`src/rtl/flash_pkg.sv`:
```
// Shared definitions for the flash boot loader: address widths and the loader state encodings.
package flash_pkg;

  localparam int unsigned FlAddrW  = 22;
  localparam int unsigned RamAddrW = 20;
  // One extra bit so a full 2^20-word copy can still reach its terminal count.
  localparam int unsigned CntW     = RamAddrW + 1;

  localparam logic [2:0] LDR_IDLE    = 3'd0;
  localparam logic [2:0] LDR_START   = 3'd1;
  localparam logic [2:0] LDR_ISSUE   = 3'd2;
  localparam logic [2:0] LDR_WAIT_LO = 3'd3;
  localparam logic [2:0] LDR_WAIT_HI = 3'd4;
  localparam logic [2:0] LDR_WRITE   = 3'd5;
  localparam logic [2:0] LDR_DONE    = 3'd6;

endpackage

```
`src/rtl/fl_toggle_req.sv`:
```
// One flash read per req pulse: flips the toggle line, waits for the ready fall then rise,
// and flags the rise with a single-cycle rsp_valid.
module fl_toggle_req
  import flash_pkg::*;
(
  input  logic clk,
  input  logic rst,
  input  logic req,
  input  logic fl_ready,
  output logic fl_read_ctrl,
  output logic rsp_valid
);

  logic [2:0] state_q, state_d;
  logic       ctrl_q;

  always_comb begin
    state_d = state_q;
    case (state_q)
      LDR_IDLE:    if (req) state_d = LDR_WAIT_LO;
      // The high level left over from the previous word is not a completion.
      LDR_WAIT_LO: if (!fl_ready) state_d = LDR_WAIT_HI;
      LDR_WAIT_HI: if (fl_ready) state_d = LDR_IDLE;
      default:     state_d = LDR_IDLE;
    endcase
  end

  always_ff @(posedge clk or negedge rst) begin
    if (!rst) begin
      state_q <= LDR_IDLE;
      ctrl_q  <= 1'b0;
    end else begin
      state_q <= state_d;
      if (req && state_q == LDR_IDLE) ctrl_q <= ~ctrl_q;
    end
  end

  assign fl_read_ctrl = ctrl_q;
  assign rsp_valid    = (state_q == LDR_WAIT_HI) && fl_ready;

endmodule

```
`src/rtl/flash_boot_loader.sv`:
```
// Boot-time copy engine: reads WORD_COUNT words from flash through the toggle-handshake
// controller and writes them to SRAM, holding the CPU until the copy completes.
module flash_boot_loader
  import flash_pkg::*;
#(
  parameter logic [FlAddrW-1:0]  FLASH_BASE = 22'h000000,
  parameter logic [RamAddrW-1:0] RAM_BASE   = 20'h00000,
  parameter int unsigned         WORD_COUNT = 1024,
  parameter bit                  AUTO_START = 1'b1
) (
  input  logic                clk,
  input  logic                rst,
  input  logic                start,
  output logic [FlAddrW-1:0]  fl_addr,
  output logic                fl_read_ctrl,
  input  logic                fl_ready,
  input  logic [15:0]         fl_data,
  output logic [RamAddrW-1:0] ram_addr,
  output logic [15:0]         ram_wdata,
  output logic                ram_we,
  input  logic                ram_ack,
  output logic                cpu_hold,
  output logic                busy,
  output logic                done,
  output logic [RamAddrW-1:0] progress
);

  localparam logic [CntW-1:0] LastCnt    = CntW'(WORD_COUNT);
  localparam logic [2:0]      ResetState = AUTO_START ? LDR_START : LDR_IDLE;

  logic [2:0]      state_q;
  logic [CntW-1:0] cnt_q;
  logic [CntW-1:0] cnt_inc;
  logic            req;
  logic            rsp_valid;

  assign req      = (state_q == LDR_ISSUE);
  assign cnt_inc  = cnt_q + CntW'(1);
  assign progress = cnt_q[RamAddrW-1:0];

  fl_toggle_req u_toggle_req (
    .clk          (clk),
    .rst          (rst),
    .req          (req),
    .fl_ready     (fl_ready),
    .fl_read_ctrl (fl_read_ctrl),
    .rsp_valid    (rsp_valid)
  );

  always_ff @(posedge clk or negedge rst) begin
    if (!rst) begin
      state_q   <= ResetState;
      cnt_q     <= '0;
      fl_addr   <= FLASH_BASE;
      ram_addr  <= RAM_BASE;
      ram_wdata <= '0;
      ram_we    <= 1'b0;
      cpu_hold  <= 1'b1;
      busy      <= 1'b0;
      done      <= 1'b0;
    end else begin
      done <= 1'b0;
      case (state_q)
        LDR_IDLE: begin
          if (start) begin
            state_q  <= LDR_START;
            cpu_hold <= 1'b1;
          end else begin
            cpu_hold <= 1'b0;
          end
        end
        LDR_START: begin
          cnt_q    <= '0;
          fl_addr  <= FLASH_BASE;
          ram_addr <= RAM_BASE;
          busy     <= 1'b1;
          cpu_hold <= 1'b1;
          state_q  <= LDR_ISSUE;
        end
        LDR_ISSUE: state_q <= LDR_WAIT_LO;
        // The toggle sub-block tracks the fall/rise; this state just waits for its response.
        LDR_WAIT_LO: begin
          if (rsp_valid) begin
            ram_wdata <= fl_data;
            ram_we    <= 1'b1;
            state_q   <= LDR_WRITE;
          end
        end
        LDR_WRITE: begin
          if (ram_ack) begin
            ram_we <= 1'b0;
            cnt_q  <= cnt_inc;
            if (cnt_inc == LastCnt) begin
              state_q  <= LDR_DONE;
              done     <= 1'b1;
              busy     <= 1'b0;
              cpu_hold <= 1'b0;
            end else begin
              fl_addr  <= fl_addr + FlAddrW'(1);
              ram_addr <= ram_addr + RamAddrW'(1);
              state_q  <= LDR_ISSUE;
            end
          end
        end
        LDR_DONE: begin
          if (start) begin
            state_q  <= LDR_START;
            cpu_hold <= 1'b1;
          end else begin
            state_q <= LDR_IDLE;
          end
        end
        default: state_q <= LDR_IDLE;
      endcase
    end
  end

endmodule

```
`config.mk`:
```
export PLATFORM = sky130hd
export DESIGN_NAME = flash_boot_loader
export DESIGN_NICKNAME = d
export VERILOG_FILES = /design/src/rtl/flash_pkg.sv /design/src/rtl/fl_toggle_req.sv /design/src/rtl/flash_boot_loader.sv
export SDC_FILE = /design/constraint.sdc
export NUM_CORES = 1
export LEC_CHECK = 0
export CAP_MARGIN = 30
export CORE_MARGIN = 5
export CORE_UTILIZATION = 30
export CTS_CLUSTER_DIAMETER = 80
export DETAILED_ROUTE_END_ITERATION = 12
export HOLD_SLACK_MARGIN = 0.05
export SLEW_MARGIN = 20
export SYNTH_ARGS = -nofsm -noshare
export SYNTH_HDL_FRONTEND = slang
export SYNTH_SLANG_ARGS = --single-unit
```
`constraint.sdc`:
```
create_clock -name clk -period 3.9 [get_ports clk]
set_input_delay 0.975 -clock clk [delete_from_list [all_inputs] [get_ports clk]]
set_output_delay 0.975 -clock clk [all_outputs]
set_load 0.02 [all_outputs]
```
==> Word-level counts from Yosys, hierarchy flattened <==
Index checks and enable logic that the tools add are counted.
{ "classes": {"n_reduce_logical": 15, "n_mux": 30, "bitwise_logic": 1, "eq_ne": 17, "addsub": 3} }
{ "ops": {"columns": ["operator", "n"], "rows": [
  ["$mux W22", 2],
  ["$pmux W22 S2", 1],
  ["$pmux W21 S2", 1],
  ["$mux W20", 2],
  ["$pmux W20 S2", 1],
  ["$add A22 B1 Y22 const B", 1],
  ["$add A21 B1 Y21 const B", 1],
  ["$eq A21 B11 Y1 const B", 1],
  ["$mux W21", 1],
  ["$mux W3", 7],
  ["$add A20 B1 Y20 const B", 1],
  ["$pmux W3 S6", 1],
  ["$ne A2 B2 Y1 const B", 8],
  ["$reduce_and A3 Y1", 5],
  ["$mux W1", 10],
  ["$eq A3 B2 Y1 const B", 3],
  ["$eq A3 B3 Y1 const B", 3],
  ["$pmux W3 S3", 1],
  ["$logic_not A3 Y1", 2],
  ["$pmux W1 S2", 2],
  ["$pmux W1 S4", 1],
  ["$reduce_and A2 Y1", 2],
  ["$reduce_and A4 Y1", 1],
  ["$reduce_bool A2 Y1", 2],
  ["5 further kinds", 6]
]} }
{ "totals": {"regBits": 90, "in_bits": 21, "output_inout_bits": 83} }

==> Depth between registers and ports, before layout <==
Gate-level depths: netlist (run 1).
{ "logic_depth": {"ltp_word": 5, "depth_mapped": 10, "depth_no_buf": 8} }

==> Cells and area by module <==
A second synthesis (run 1) with hierarchy kept.
{ "unflattened": {"cells_unflattened": 555, "hier_area_um2": 5114.9} }
{ "modules_own_cells": {"columns": ["mod", "n_inst", "seq_area_each_um2", "area_each_um2", "cells_per_inst"], "rows": [
  ["flash_boot_loader", 1, 2154.6, 4982.3, 545],
  ["fl_toggle_req", 1, 75.1, 132.6, 10]
]} }

==> Worst setup path after synthesis (run 1) <==
Ideal clock, no wire load.
{ "synth_timing": {"path_kind": "register -> register", "from": "reg cnt_q[0]", "to": "reg fl_addr[19]", "setup_time_ns": 0.126, "required_time_ns": 3.774, "path_slack_ns": 1.448, "stages_incl_launch_ff": 10, "arrival_ns": 2.326, "cell_sequence": "dfrtp_1 ha_1 nand3_1 nor4_2 o21ai_0 a32oi_1 nand4_2 buf_6 and3_1 a221o_1"} }
{ "synth_between": {"elab_chain_cells": 4} }
{ "synth_rtl": {"columns": ["item", "line_no", "source"], "rows": [
  ["start: declaration", "flash_boot_loader.sv:32", "logic [CntW-1:0] cnt_q;"],
  ["start signal: assignment", "flash_boot_loader.sv:92", "cnt_q <= cnt_inc;"],
  ["$add A21 B1 Y21", "flash_boot_loader.sv:38", "assign cnt_inc = cnt_q + CntW'(1);"],
  ["$eq A21 B11 Y1", "flash_boot_loader.sv:93", "if (cnt_inc == LastCnt) begin"],
  ["$ne A2 B2 Y1 (no line)", null, null],
  ["$reduce_and A3 Y1 (no line)", null, null],
  ["end signal: assignment", "flash_boot_loader.sv:99", "fl_addr <= fl_addr + FlAddrW'(1);"],
  ["end: declaration", "flash_boot_loader.sv:14", "output logic [FlAddrW-1:0] fl_addr,"]
]} }
No other way between the ends.
A chain may end at the register's enable or synchronous reset.

==> Final worst setup path (run 1) <==
{ "layout_timing": {"from": "reg cnt_q[0]", "to": "reg fl_addr[12]"} }
Same word-level chain as after synthesis.

==> impl_results.md, run 1 <==
* Num ports at between 100 and 150
* Critical path startpoint category: flop
* Worst Path Class, Setup: flop to flop
* CTS clk-pin slew, worst paths at 70 ps
* # clock sinks at roughly 90
* Layout Cells excl Fill at between 800 and 900
* Synthesized instance count at 601
* Initial Utilization at a little under a third
* Placed insts at ~880
* Int Pwr at a little under 2 mW
* Final Power at 2.909 mW
* Hold Crit Class: flop to flop
* Clk pwr share at a little under a third
* Fin. Hold Viols at 0
* Switch share at roughly 33%
* Core area at 17420 um2
* Headroom to the max-slew limit at 47.14%
* Worst reg2reg path startpoint: cnt_q[0]$_DFFE_PN0P_
* Part of the power in combinational logic at between 20% and 30%
* Total die area at approximately 20000 um2
* Vias in the first global route at approximately 4800
* CTS Hold Bufs at 0
* Drt pass-1 iters at 6
* Post-synthesis sequential area ratio at 41.65%
* Slew of the pin with the lowest slew margin at about 800 ps
* # rows at 48
* Final wirelength at ~16000 um
* Gr ovfl total at 0
* Critical Path AT at roughly 3500 ps
* Fin crit share at 82.98%
* Setup TNS at 0 ps
* Seq cells post-synth at between 80 and 90
* Max Cap Viol at 0
* CP Launch Point: cnt_q[0]$_DFFE_PN0P_
* Global-route wire length before repair at between 20000 and 30000 um
* Post-synth EDFFs at 0
* Start point of the worst hold path: u_toggle_req.fl_read_ctrl$_DFFE_PN0P_
* Most used DFF post-synth: dfrtp_1
* Vias per cell at 5.512
* Antenna fix cells at 0
* Pre-CTS worst setup slack at 687.0 ps
* VDD IR max at 0.0002628 V
* Post-CTS Resized at 0
* Antenna violations before repair at 0
* CTS Buffer Depth at 2
* Iteration-0 DRC Markers at slightly above 400
* Post-synthesis cell area at 5353 um2
* Worst setup margin at between 600 and 700 ps
* Status: completed
* I/O Buffers at 103
* Routed WL per cell at between 15 and 20 um
* Die Width at approximately 140 um
* Commonest cells after routing, fill and taps aside: 102 x clkdlybuf4s50_1, 92 x nand2_1, 86 x dfrtp_1, 33 x nor2_1, 30 x and3_1
* Layout cells sized above 1 at 8.209%
* Fmax at approximately 0.3 GHz
* GRT Total Usage at approximately 15%
* FFs w/ async S/R, synth at 100.0%
* Clock Skews at ~8.9 ps
* Synth Area per Inst at roughly 8.9 um2
* Final setup fails at 0
* Worst Path Max Fanout at 11
* Crit path capture type: flop
* Final min period at 3236 ps
* Switch Pwr at 965.7 uW
* Routability congestion estimate at roughly 0.79
* Vias at 4933
* Routed Antenna Nets at 0
* Worst EP required at roughly 4100 ps
* Clock Latency Late Sink at around 350 ps
* Cts bufs inserted at 9
* Total number of yosys warnings at 0
* Leak pwr at 2.869 nW
* Final nets at about 690
* Hold slack at between 400 and 500 ps
* Die Ht at around 140 um
* Post-Syn Nets at between 600 and 700
* Clock tree from TritonCTS: done
* Slew Viols, Final at 0
* Depth of the CTS H-tree at 3
* Hpwl dp at approximately 11000 um
* Pin count of the biggest net entering global routing at 70
* RSZ-0062 raised after global routing: no
* Clock Tree Root: clkbuf_16
* Syn-to-layout area delta at 25.34%
* Pwr dens at ~430 nW/um2
* Drc violations at 0
* Register share of total power at roughly two fifths
* Synth unique cells at 62
* Commonest non-fill, non-tap cell in the layout: clkdlybuf4s50_1
* # Post-CTS Setup Buffers at 0
[metal layers]
| layer | up-vias | share of wire (%) | GRT usage (%) |
|---|---|---|---|
| li1 | 2350 | - | - |
| met3 | 13 | 4.9 | 4.093 |
| met5 | - | 0 | 0 |
| met2 | 120 | 48 | 25.01 |
| met4 | 0 | 1.0 | 3.320 |
| met1 | 2450 | 46 | 20.31 |
[power groups by stage]
stage / sequential, mW / combinational, mW / clock (mW)
after detailed placement: 1.19 / 0.863 / 0
final: 1.17 / 0.849 / 0.887
after global placement: 1.18 / 0.845 / 0
after global routing: 1.19 / 0.915 / 0.949
after floorplan: 1.31 / 0.349 / 0
after CTS: 1.17 / 0.865 / 0.912
[sequential cells by signal, summed over array words and instances (netlist names)]
signal and count:
busy 1, state_q 3, u_toggle_req.fl_read_ctrl 1, ram_we 1
fl_addr 22, ram_wdata 16, u_toggle_req.state_q 2, ram_addr 20
cnt_q 21, cpu_hold 1, done 1
[synth_stat cells (9+ instances only)]
master | n | area [um2]
o21ai_0 | 28 | 140.1
mux2_2 | 18 | 202.7
clkbuf_1 | 26 | 97.59
nand3_1 | 24 | 120.1
and4b_1 | 9 | 90.09
nand2_1 | 92 | 345.3
dfrtp_1 | 87 | 2177
buf_2 | 10 | 50.05
nor2_1 | 33 | 123.9
nand4_1 | 16 | 100.1
a211o_1 | 19 | 166.4
nand4b_1 | 13 | 113.9
buf_4 | 20 | 150.1
a21oi_1 | 27 | 135.1
and3_1 | 30 | 187.7
nor3_1 | 16 | 80.08
[cell type report]
| class | instances | area [um2] |
|---|---|---|
| Timing Repair Buffer | 113 | 1104 |
| Clock inverter | 4 | 45.04 |
| Sequential cell | 89 | 2231 |
| Tap cell | 225 | 281.5 |
| Clock buffer | 12 | 246.5 |
| Multi-Input combinational cell | 449 | 2790 |
| Inverter | 3 | 11.26 |
| Fill cell | 1742 | 10710 |
[path summary, 6_finish.rpt]
path	to	slack, ps	cells past startpoint
worst max-delay path	fl_addr[12]$_DFFE_PN0P_	660	8
worst min-delay path	u_toggle_req.fl_read_ctrl$_DFFE_PN0P_	470	1
worst max register to register	fl_addr[12]$_DFFE_PN0P_	660	8
worst min register to register	u_toggle_req.fl_read_ctrl$_DFFE_PN0P_	470	1
max in group asynchronous	fl_addr[7]$_DFFE_PN0P_	2450	2
min in group asynchronous	cnt_q[0]$_DFFE_PN0P_	630	1
[worst max-delay path, stage by stage (launching register included)]
cell and delay (ps):
dfrtp_1 460, ha_1 260, nand3_1 300, nor4_2 470, o21ai_0 160, a32oi_1 290, nand4_1 510, and3_1 380
a221o_1 290
[cells by family after synthesis]
group / after synthesis / synth area share, %
flops: 89 / 41.66
compound gates: 139 / 17.65
mux: 18 / 3.787
xor+xnor: 3 / 0.4910
fa+ha+maj: 3 / 0.7013
buf+inv: 63 / 6.218
simple gates: 286 / 29.50
[metrics by stage]
stage               cell area, um2  utilization (%)
floorplan                     5353                -
global placement              6417            36.85
detailed placement            6417            36.85
CTS                           6709            38.52
global route                  6709            38.52
finish                        6709            38.52
Power figures use the tool's default switching activity.
==> run 2: changes to the inputs <==
clock period = 2.8 ns   (was 3.9 ns; I/O delays follow)
==> run 2 against run 1 <==
Effect of this change: die area did not move; flip-flop and latch count did not move; non-clock buffer count rose by 23; routed wire length rose by 3.2%; core utilization rose by 1.4 points; register-to-register slack got worse by 540 ps.
==> impl_results.md, run 2 (same netlist as run 1, synthesis figures left out) <==
* Status: completed
* # clock sinks at a little under 90
* RSZ-0062 raised after global routing: no
* Headroom to the max-slew limit at a little under half
* Fin. Hold Viols at 0
* Max FFs per register at 22
* CTS clk-pin slew, worst paths at about 70 ps
* Routed WL per cell at about 17 um
* # rows at 48
* CTS Buffer Depth at 2
* # fillers at approximately 1700
* Routability congestion estimate at slightly below 0.9
* Clock tree from TritonCTS: done
* Final min period at ~2700 ps
* Fin crit share at 95.52%
* Commonest cells after routing, fill and taps aside: 102 x clkdlybuf4s50_1, 92 x nand2_1, 83 x dfrtp_1, 33 x nor2_1, 32 x buf_4
* Worst setup margin at ~130 ps
* Vias at about 5000
* Depth of the CTS H-tree at 3
* Worst Path Class, Setup: flop to flop
* # Post-CTS Setup Buffers at 0
* Hpwl dp at around 11000 um
* Pin count of the biggest net entering global routing at 63
* Clock Tree Root: clkbuf_16
* GRT Total Usage at 15.79%
* Leak pwr at 3.001 nW
* Final wirelength at 16010 um
* Routed Antenna Nets at 0
* Setup TNS at 0 ps
* Vias per cell at around 5.6
* Max Cap Viol at 0
* Vias in the first global route at 4905
* Drt pass-1 iters at 5
* Pre-CTS worst setup slack at roughly 110 ps
* Final nets at just over 700
* Num ports at approximately 100
* Drc violations at 0
* Clock Latency Late Sink at ~350 ps
* VDD IR max at approximately 0.00028 V
* Pwr dens at a little under 600 nW/um2
* Hold Crit Class: input pin to asynchronous set/reset pin
* Antenna violations before repair at 0
* Clock Skews at roughly 8 ps
* Critical path startpoint category: flop
* Layout cells sized above 1 at 12.27%
* Syn-to-layout area delta at 29.78%
* Top Registers: fl_addr (22), cnt_q (21), ram_addr (20)
* Final setup fails at 0
* Crit path capture type: flop
* Iteration-0 DRC Markers at ~280
* Worst EP required at ~3000 ps
* Cts bufs inserted at 9
* Antenna fix cells at 0
* Die Ht at ~140 um
* Commonest non-fill, non-tap cell in the layout: clkdlybuf4s50_1
* Slew Viols, Final at 0
* Total die area at 20610 um2
* Slew of the pin with the lowest slew margin at ~790 ps
* Worst Path Max Fanout at 49
* Gr ovfl total at 0
* Core area at 17420 um2
* Critical Path AT at 2910 ps
* Fmax at around 0.37 GHz
* Initial Utilization at a little under a third
* I/O Buffers at 103
* Hold slack at between 400 and 500 ps
* Die Width at around 140 um
* Biggest register: fl_addr
* Global-route wire length before repair at between 20000 and 30000 um
run 2: changes by cell type in the layout (fill, tap and decap cells not counted), moves of 2 or more:
| cell | previous run | this run |
|---|---|---|
| dfrtp_2 | 1 | 4 |
| dfrtp_1 | 86 | 83 |
| buf_4 | 11 | 32 |
| buf_12 | 0 | 2 |
| clkinvlp_4 | 0 | 2 |
run 2: metal layers:
layer  vias to the layer above  routed length, um  track usage [%]
li1                       2400                  -                -
met1                      2533               7087            20.52
met2                       169               7545            25.33
met3                        23               1001            3.428
met4                         0                377            6.987
met5                         -                  0                0
run 2: final cells by class:
cell class	count	area, um2	share of cell area (%)
clock inverter	5	55.05	0.7925
inverter	3	11.26	0.1621
timing repair buffer	136	1301	18.73
sequential	89	2235	32.17
multi-input combinational	449	2820	40.60
tap	225	281.5	4.053
clock buffer	11	242.7	3.494
run 2: through the flow:
| stage | power [mW] | utilization, % | cell area, um2 | cells |
|---|---|---|---|---|
| detailed placement | 2.893 | 37.98 | 6615 | 902 |
| global placement | 2.853 | 37.98 | 6615 | 902 |
| global route | 4.315 | 39.89 | 6947 | 918 |
| CTS | 4.161 | 39.69 | 6913 | 918 |
| floorplan | 2.304 | - | 5353 | 601 |
| finish | 4.108 | 39.89 | 6947 | 918 |
run 2: power breakdown:
group | switching, mW | internal [mW]
clock | 0.530 | 0.714
sequential | 0.154 | 1.48
combinational | 0.683 | 0.545
total | 1.37 | 2.74
run 2: final timing paths:
check                                                       from                                    end  slack (ps)  cells past startpoint
max reg2reg                                 cnt_q[6]$_DFFE_PN0P_                ram_addr[6]$_DFFE_PN0P_         130                      8
min reg2reg                u_toggle_req.fl_read_ctrl$_DFFE_PN0P_  u_toggle_req.fl_read_ctrl$_DFFE_PN0P_         470                      1
max                                         cnt_q[6]$_DFFE_PN0P_                ram_addr[6]$_DFFE_PN0P_         130                      8
min in group clk           u_toggle_req.fl_read_ctrl$_DFFE_PN0P_  u_toggle_req.fl_read_ctrl$_DFFE_PN0P_         470                      1
max in group asynchronous                                    rst                     ram_we$_DFFE_PN0P_        1580                      2
min                                                          rst                  cnt_q[17]$_DFFE_PN0P_         430                      1
run 2: timing repair:
| action | 4_1_cts | 5_1_grt |
|---|---|---|
| gates resized for setup | 0 | 8 |
| endpoints found under the setup margin | 0 | 28 |
| hold buffers | 0 | 0 |
run 2: critical path, stage by stage, from the launching register on:
cell and delay (ps):
dfrtp_1 510, nand4_2 280, or3_4 470, a2111o_1 370, nand3_2 100, nand4_2 130, buf_12 230, and3_1 180
a221o_1 280
